**src/rtl/operand_fetch.sv**
```systemverilog
// Operand fetch stage: reads the two source registers of a decoded
// instruction, bypasses a same-cycle write-back, detects load-use hazards
// against the instruction in EX and holds the result in the ID/EX register.
module operand_fetch #(
    parameter int CNT_W = 16
) (
    input  logic             clk,
    input  logic             rst_n,
    input  logic             in_valid,
    output logic             in_ready,
    input  logic [31:0]      in_instr,
    input  logic [31:0]      in_pc,
    output logic [4:0]       ReadAdd1,
    output logic [4:0]       ReadAdd2,
    input  logic [31:0]      Data1,
    input  logic [31:0]      Data2,
    input  logic             wb_en,
    input  logic [4:0]       wb_addr,
    input  logic [31:0]      wb_data,
    input  logic             ex_load,
    input  logic [4:0]       ex_rd,
    input  logic             flush,
    output logic             out_valid,
    input  logic             out_ready,
    output logic [31:0]      out_pc,
    output logic [31:0]      out_instr,
    output logic [31:0]      out_rs1_val,
    output logic [31:0]      out_rs2_val,
    output logic [4:0]       out_rd,
    output logic [CNT_W-1:0] stall_cnt
);

    localparam logic [6:0] OP_LUI    = 7'b0110111;
    localparam logic [6:0] OP_AUIPC  = 7'b0010111;
    localparam logic [6:0] OP_JAL    = 7'b1101111;
    localparam logic [6:0] OP_REG    = 7'b0110011;
    localparam logic [6:0] OP_STORE  = 7'b0100011;
    localparam logic [6:0] OP_BRANCH = 7'b1100011;

    logic [4:0]  rs1;
    logic [4:0]  rs2;
    logic [6:0]  opcode;
    logic [31:0] rs1Val;
    logic [31:0] rs2Val;
    logic        usesRs1;
    logic        usesRs2;
    logic        hazard;
    logic        advance;

    logic             outValid_q,  outValid_d;
    logic [31:0]      outPc_q,     outPc_d;
    logic [31:0]      outInstr_q,  outInstr_d;
    logic [31:0]      outRs1Val_q, outRs1Val_d;
    logic [31:0]      outRs2Val_q, outRs2Val_d;
    logic [4:0]       outRd_q,     outRd_d;
    logic [CNT_W-1:0] stallCnt_q,  stallCnt_d;

    assign rs1      = in_instr[19:15];
    assign rs2      = in_instr[24:20];
    assign opcode   = in_instr[6:0];
    assign ReadAdd1 = rs1;
    assign ReadAdd2 = rs2;

    // Source operand selection: x0 reads as zero, a write-back to the same register wins over the register file
    always_comb begin
        rs1Val = Data1;
        rs2Val = Data2;
        if (rs1 == 5'd0) begin
            rs1Val = 32'd0;
        end else if (wb_en && (wb_addr == rs1)) begin
            rs1Val = wb_data;
        end
        if (rs2 == 5'd0) begin
            rs2Val = 32'd0;
        end else if (wb_en && (wb_addr == rs2)) begin
            rs2Val = wb_data;
        end
    end

    // Operand usage decode and load-use hazard detection against the load in EX
    always_comb begin
        usesRs1 = !((opcode == OP_LUI) || (opcode == OP_AUIPC) || (opcode == OP_JAL));
        usesRs2 = (opcode == OP_REG) || (opcode == OP_STORE) || (opcode == OP_BRANCH);
        hazard  = in_valid && ex_load && (ex_rd != 5'd0) &&
                  ((usesRs1 && (ex_rd == rs1)) || (usesRs2 && (ex_rd == rs2)));
        advance  = !outValid_q || out_ready;
        in_ready = advance && !hazard && !flush;
    end

    // Next state of the ID/EX slot: flush squashes, advance either captures or inserts a bubble, otherwise hold
    always_comb begin
        outValid_d  = outValid_q;
        outPc_d     = outPc_q;
        outInstr_d  = outInstr_q;
        outRs1Val_d = outRs1Val_q;
        outRs2Val_d = outRs2Val_q;
        outRd_d     = outRd_q;
        stallCnt_d  = stallCnt_q;
        if (flush) begin
            outValid_d = 1'b0;
        end else if (advance) begin
            if (in_valid && !hazard) begin
                outValid_d  = 1'b1;
                outPc_d     = in_pc;
                outInstr_d  = in_instr;
                outRs1Val_d = rs1Val;
                outRs2Val_d = rs2Val;
                outRd_d     = in_instr[11:7];
            end else begin
                outValid_d = 1'b0;
            end
        end
        if (hazard && !flush && (stallCnt_q != {CNT_W{1'b1}})) begin
            stallCnt_d = stallCnt_q + CNT_W'(1);
        end
    end

    // ID/EX register and stall counter, cleared asynchronously so a held instruction is discarded on reset
    always_ff @(posedge clk or negedge rst_n) begin
        if (!rst_n) begin
            outValid_q  <= 1'b0;
            outPc_q     <= 32'd0;
            outInstr_q  <= 32'd0;
            outRs1Val_q <= 32'd0;
            outRs2Val_q <= 32'd0;
            outRd_q     <= 5'd0;
            stallCnt_q  <= '0;
        end else begin
            outValid_q  <= outValid_d;
            outPc_q     <= outPc_d;
            outInstr_q  <= outInstr_d;
            outRs1Val_q <= outRs1Val_d;
            outRs2Val_q <= outRs2Val_d;
            outRd_q     <= outRd_d;
            stallCnt_q  <= stallCnt_d;
        end
    end

    assign out_valid   = outValid_q;
    assign out_pc      = outPc_q;
    assign out_instr   = outInstr_q;
    assign out_rs1_val = outRs1Val_q;
    assign out_rs2_val = outRs2Val_q;
    assign out_rd      = outRd_q;
    assign stall_cnt   = stallCnt_q;

endmodule

```
**config.mk**
```make
export PLATFORM = sky130hd
export DESIGN_NAME = operand_fetch
export DESIGN_NICKNAME = d
export VERILOG_FILES = /design/src/rtl/operand_fetch.sv
export SDC_FILE = /design/constraint.sdc
export NUM_CORES = 1
export LEC_CHECK = 0
export BUFFER_PORTS_ARGS = -buffer_cell sky130_fd_sc_hd__buf_4
export CELL_PAD_IN_SITES_DETAIL_PLACEMENT = 0
export CELL_PAD_IN_SITES_GLOBAL_PLACEMENT = 1
export CORE_MARGIN = 2
export CORE_UTILIZATION = 38
export DETAILED_ROUTE_END_ITERATION = 10
export PLACE_DENSITY_LB_ADDON = 0.05
export SLEW_MARGIN = 40
export SYNTH_ARGS = -nofsm -noshare
export SYNTH_HDL_FRONTEND = slang
export SYNTH_SLANG_ARGS = --single-unit
```
**constraint.sdc**
```tcl
create_clock -name clk -period 7.7 [get_ports clk]
set_clock_uncertainty 0.05 [all_clocks]
set_input_delay 2.31 -clock clk [delete_from_list [all_inputs] [get_ports clk]]
set_output_delay 2.31 -clock clk [all_outputs]
set_load 0.01 [all_outputs]
```
# Word-level counts from Yosys, hierarchy flattened
# Index checks and enable logic that the tools add are counted.
word_totals:
  regBits: 150
  elab_cells: 54
op_classes:
  n_addsub: 1
  n_eq_ne: 11
  n_mux: 7
  bitwise: 1
  n_reduce_logical: 27
ops:
  columns: ["cell", "count"]
  rows:
  - ["32-bit 2-to-1 mux", 4]
  - ["7-bit by 6-bit == test with 1-bit output, second input constant", 3]
  - ["5-bit == test", 4]
  - ["16-bit by 1-bit adder with 16-bit output, second input constant", 1]
  - ["16-bit != test, second input constant", 1]
  - ["7-bit == test, second input constant", 2]
  - ["1-bit logical AND", 12]
  - ["5-bit logical NOT", 2]
  - ["7-bit by 5-bit == test with 1-bit output, second input constant", 1]
  - ["1-bit logical OR", 6]
  - ["5-bit nonzero test", 1]
  - ["1-bit logical NOT", 4]
  - ["1-bit 2-to-1 mux", 3]
  - ["3-bit AND reduction", 1]
  - ["2-bit nonzero test", 1]
  - ["1-bit NOT", 1]

# Depth between registers and ports, before layout
logic_depth:
  word_depth: 12
  depth_mapped: 7
  ltp_nobuf: 6

# Worst setup path before layout
# Ideal clock, no wire load.
synth_path:
  path_type: "in2out"
  start: "in ex_rd[1]"
  end: "out in_ready"
  t_arrival_ps: 3838
  slack_ps: 1502
  path_stages: 5
  n_path_buf: 1
  path_cell_list: "or4_1 o211ai_2 nor4_2 clkbuf_1 nor4b_1"
synth_between:
  elab_chain_cells: 7
  word_cells_on_any_way: 11
synth_lines:
  columns: ["element", "line_no", "rtl"]
  rows:
  - ["from (decl)", "21", "input logic [4:0] ex_rd,"]
  - ["5-bit == test", "85", "((usesRs1 && (ex_rd == rs1)) || (usesRs2 && (ex_rd == rs2)));"]
  - ["1-bit logical AND", "85", null]
  - ["1-bit logical OR", "85", null]
  - ["1-bit logical AND (*)", "84", "hazard = in_valid && ex_load && (ex_rd != 5'd0) &&"]
  - ["1-bit logical NOT (*)", "87", "in_ready = advance && !hazard && !flush;"]
  - ["1-bit logical AND (*) (2 in series)", "87", null]
  - ["to (decl)", "10", "output logic in_ready,"]
# Every way passes the cells marked *; elsewhere a longest branch is shown, timed or not.

# Final worst setup path
# Same ends and word-level chain as after synthesis.

==> metrics.md <==
| Metric | Value |
|---|---|
| Type of the worst min-delay path | `register to register` |
| Hold Fails Final Rpt | `0` |
| # rows | `49` |
| Yosys cell types | `34` |
| Status | `finished clean` |
| Initial core utilization | `38.98%` |
| TritonRoute pass-1 iters | `4` |
| Cells along the critical path | `buf_4 -> or4_1 -> o211ai_2 -> nor4_4 -> nor4b_1 -> buf_4` |
| Post-Route WL | `22.68 mm` |
| Cell area after synthesis | `7051 µm²` |
| Ports | `338` |
| Worst r2r src | `out_valid$_DFFE_PN0P_` |
| Async set-reset flop share out of synthesis | `100.0%` |
| CTS tree | `done` |
| Worst-path clk slew | `0.05 ns` |
| Fin worst setup slack | `1.397 ns` |
| Maximum clock path buffer count | `2` |
| Initial antenna violation count | `0` |
| Pre-CTS WS | `1.363 ns` |
| EDFF count, synth | `0` |
| Reg-to-reg slack, setup | `4.64 ns` |
| Worst-Margin Slew | `0.7770 ns` |
| Die Ht | `140.2 µm` |
| Buffers & Inverters on Critical Path | `2` |
| Most common cell on crit path | `buf_4` |
| Placed insts | `1084` |
| DIE WIDTH | `140.2 µm` |
| Post-synthesis sequential area ratio | `51.46%` |
| Floorplan Core Area | `18090 µm²` |
| Syn_nets | `753` |
| Hold Path Origin | `stall_cnt[10]$_DFFE_PN0P_` |
| WP data arrival | `3.94 ns` |
| Final TNS setup | `0 ns` |
| Rel. slew slack | `48.20%` |
| Number of slew-limit violations in the final report | `0` |
| Postcts setup bufs | `0` |
| Peak supply drop | `0.1523 mV` |
| Hold path depth | `1` |
| Layout Area Growth over Synthesis | `45.93%` |
| I/O Buffers | `337` |
| DRT iter0 DRCs | `296` |
| Post-CTS resize count | `0` |
| Final #Nets | `1052` |
| FILL cells | `1602` |
| # diodes | `0` |
| Cts bufs inserted | `17` |
| Vias in the first global route | `6191` |
| P_leak | `4.668 nW` |
| Flops & latches, synth | `145` |
| Total clock sinks | `145` |
| Unrepaired setup endpoints after global routing | `no` |
| HPWL after detailed placement | `16.04 mm` |
| Syn avg cell area | `12.26 µm²` |
| First-pass GRT wire length | `34.91 mm` |
| Reg2reg end | `out_pc[25]$_DFFE_PN0P_` |
| Power Density | `228.7 nW/µm²` |
| GRT Overall Usage | `22.79%` |
| CP Capture Type | `output port` |
| Finished Layout Cells | `1114` |
| Total number of yosys warnings | `0` |
| Clk root buf | `clkbuf_16` |
| CP Max Fanout | `3` |
| Worst-Skew Late Latency | `0.41 ns` |
| Worst Path Required | `5.34 ns` |
| Placer Congestion | `0.8013` |
| Cells after Synth | `575` |
| Share of layout cells above drive strength 1 | `44.29%` |
| Vias | `5982` |
| Via/cell ratio | `5.370` |
| Hold Path End | `stall_cnt[10]$_DFFE_PN0P_` |
| Wirelength per Cell | `20.36 µm` |
| Largest delay share family, worst path | `simple AND/OR/NAND/NOR gates` |
| Reg2Reg Depth | `6` |
| Die area | `19660 µm²` |
| GRT overflow | `0` |
| Largest net degree at the start of global routing | `82` |
| Remaining DRCs | `0` |
| Setup Viol. Count Final | `0` |
| Setup CP Type | `primary input to output port` |
| Post-route ant nets | `0` |
| Upper clock frequency limit | `158.7 MHz` |
| Crit-path slowest cell | `or4_1` |
| H-tree levels | `4` |
| Max Cap Viol | `0` |
| Minimum clock period | `6.303 ns` |
| Critical Path Max Stage Delay | `0.54 ns` |
| Top FF cell, synth | `dfrtp_1` |
| Post-CTS Hold Buffers | `0` |
| Critical path startpoint category | `primary input` |
| Fin crit share | `81.86%` |
==> layout make-up <==
class	instances	area (µm²)	area share [%]
clock buffer	21	460.4	4.475
clock inverter	9	157.7	1.532
inverter	3	11.26	0.1094
multi-input combinational	360	3124	30.37
sequential	145	3628	35.27
tap	229	286.5	2.785
timing repair buffer	347	2620	25.47
==> cells in the final DEF (no fill, tap or decap), types with 3 or more instances in the layout <==
master,netlist,layout
xor2_1,8,8
mux2_1,56,56
and3_1,8,6
and2_1,3,3
bufinv_16,0,4
nor4_1,3,3
dfrtp_1,145,145
buf_6,0,4
inv_1,3,3
o211ai_1,11,11
nor2_1,6,4
buf_4,15,343
or4_1,3,3
clkbuf_16,0,17
mux2_2,9,9
nand3_1,4,4
nand4_1,3,3
o31ai_1,129,129
mux2i_1,64,64
xnor2_1,27,27
nand2_1,6,6
==> metrics by stage <==
stage                     power (mW)  util, %  instance area [µm²]  hold slack (ns)
after floorplan                1.166        -                 7051           0.4702
after global placement         1.492    53.39                 9656           0.4245
after detailed placement       1.505    53.45                 9667           0.4328
after CTS                      2.378    56.87                10280           0.4451
after global routing           2.466    56.89                10290           0.4587
final                          2.353    56.89                10290           0.4391
==> metal layers <==
metal	global-route usage (%)	wire length, µm
met3	5.778	1605
met1	29.43	9389
met4	7.443	481
met5	0	0
met2	37.64	11210
==> Yosys cell counts, drive strengths merged (3+ instances only) <==
master | count | area share (%)
nor2 | 6 | 0.32
mux2i | 64 | 9.1
buf | 25 | 2.3
nand4 | 3 | 0.27
nor4 | 5 | 0.62
nand2 | 6 | 0.32
inv | 3 | 0.16
and2 | 3 | 0.27
dfrtp | 145 | 51
xnor2 | 27 | 3.4
xor2 | 8 | 0.99
and3 | 8 | 0.71
clkbuf | 42 | 2.2
nand3 | 4 | 0.28
o31ai | 129 | 14
o211ai | 12 | 1.3
or4 | 3 | 0.32
mux2 | 65 | 10
==> worst max-delay path by stage <==
stage	from	endpoint	slack [ns]	cells past startpoint
after global routing	ex_rd[1]	in_ready	1.27	6
after detailed placement	ex_rd[1]	in_ready	1.36	6
after floorplan	ex_rd[1]	in_ready	1.50	5
final	ex_rd[1]	in_ready	1.40	6
after CTS	ex_rd[1]	in_ready	1.35	6
after global placement	ex_rd[1]	in_ready	1.45	6
==> registers in the layout (all words and copies together), names as in the netlist <==
| signal | flops |
|---|---|
| out_pc | 32 |
| out_rs2_val | 32 |
| stall_cnt | 16 |
| out_instr | 32 |
| out_valid | 1 |
| out_rs1_val | 32 |
==> logic make-up (layout without fill, tap and decap cells) <==
family / Yosys count / in the layout / synth area share, %
buf+inv: 70 / 380 / 4.703
fa+ha+maj: 1 / 1 / 0.1774
mux: 129 / 129 / 19.47
xor+xnor: 35 / 35 / 4.348
compound gates: 147 / 147 / 15.76
flops: 145 / 145 / 51.46
simple gates: 48 / 48 / 4.082
==> power breakdown <==
| group | leakage [nW] | switching, mW | total (mW) | internal, mW |
|---|---|---|---|---|
| registers | 1.78 | 0.0647 | 0.942 | 0.877 |
| clock network | 0.295 | 0.310 | 0.866 | 0.556 |
| logic | 2.59 | 0.250 | 0.545 | 0.296 |
| total | 4.67 | 0.624 | 2.35 | 1.73 |
Note: power is estimated with default switching activity, not from simulation.
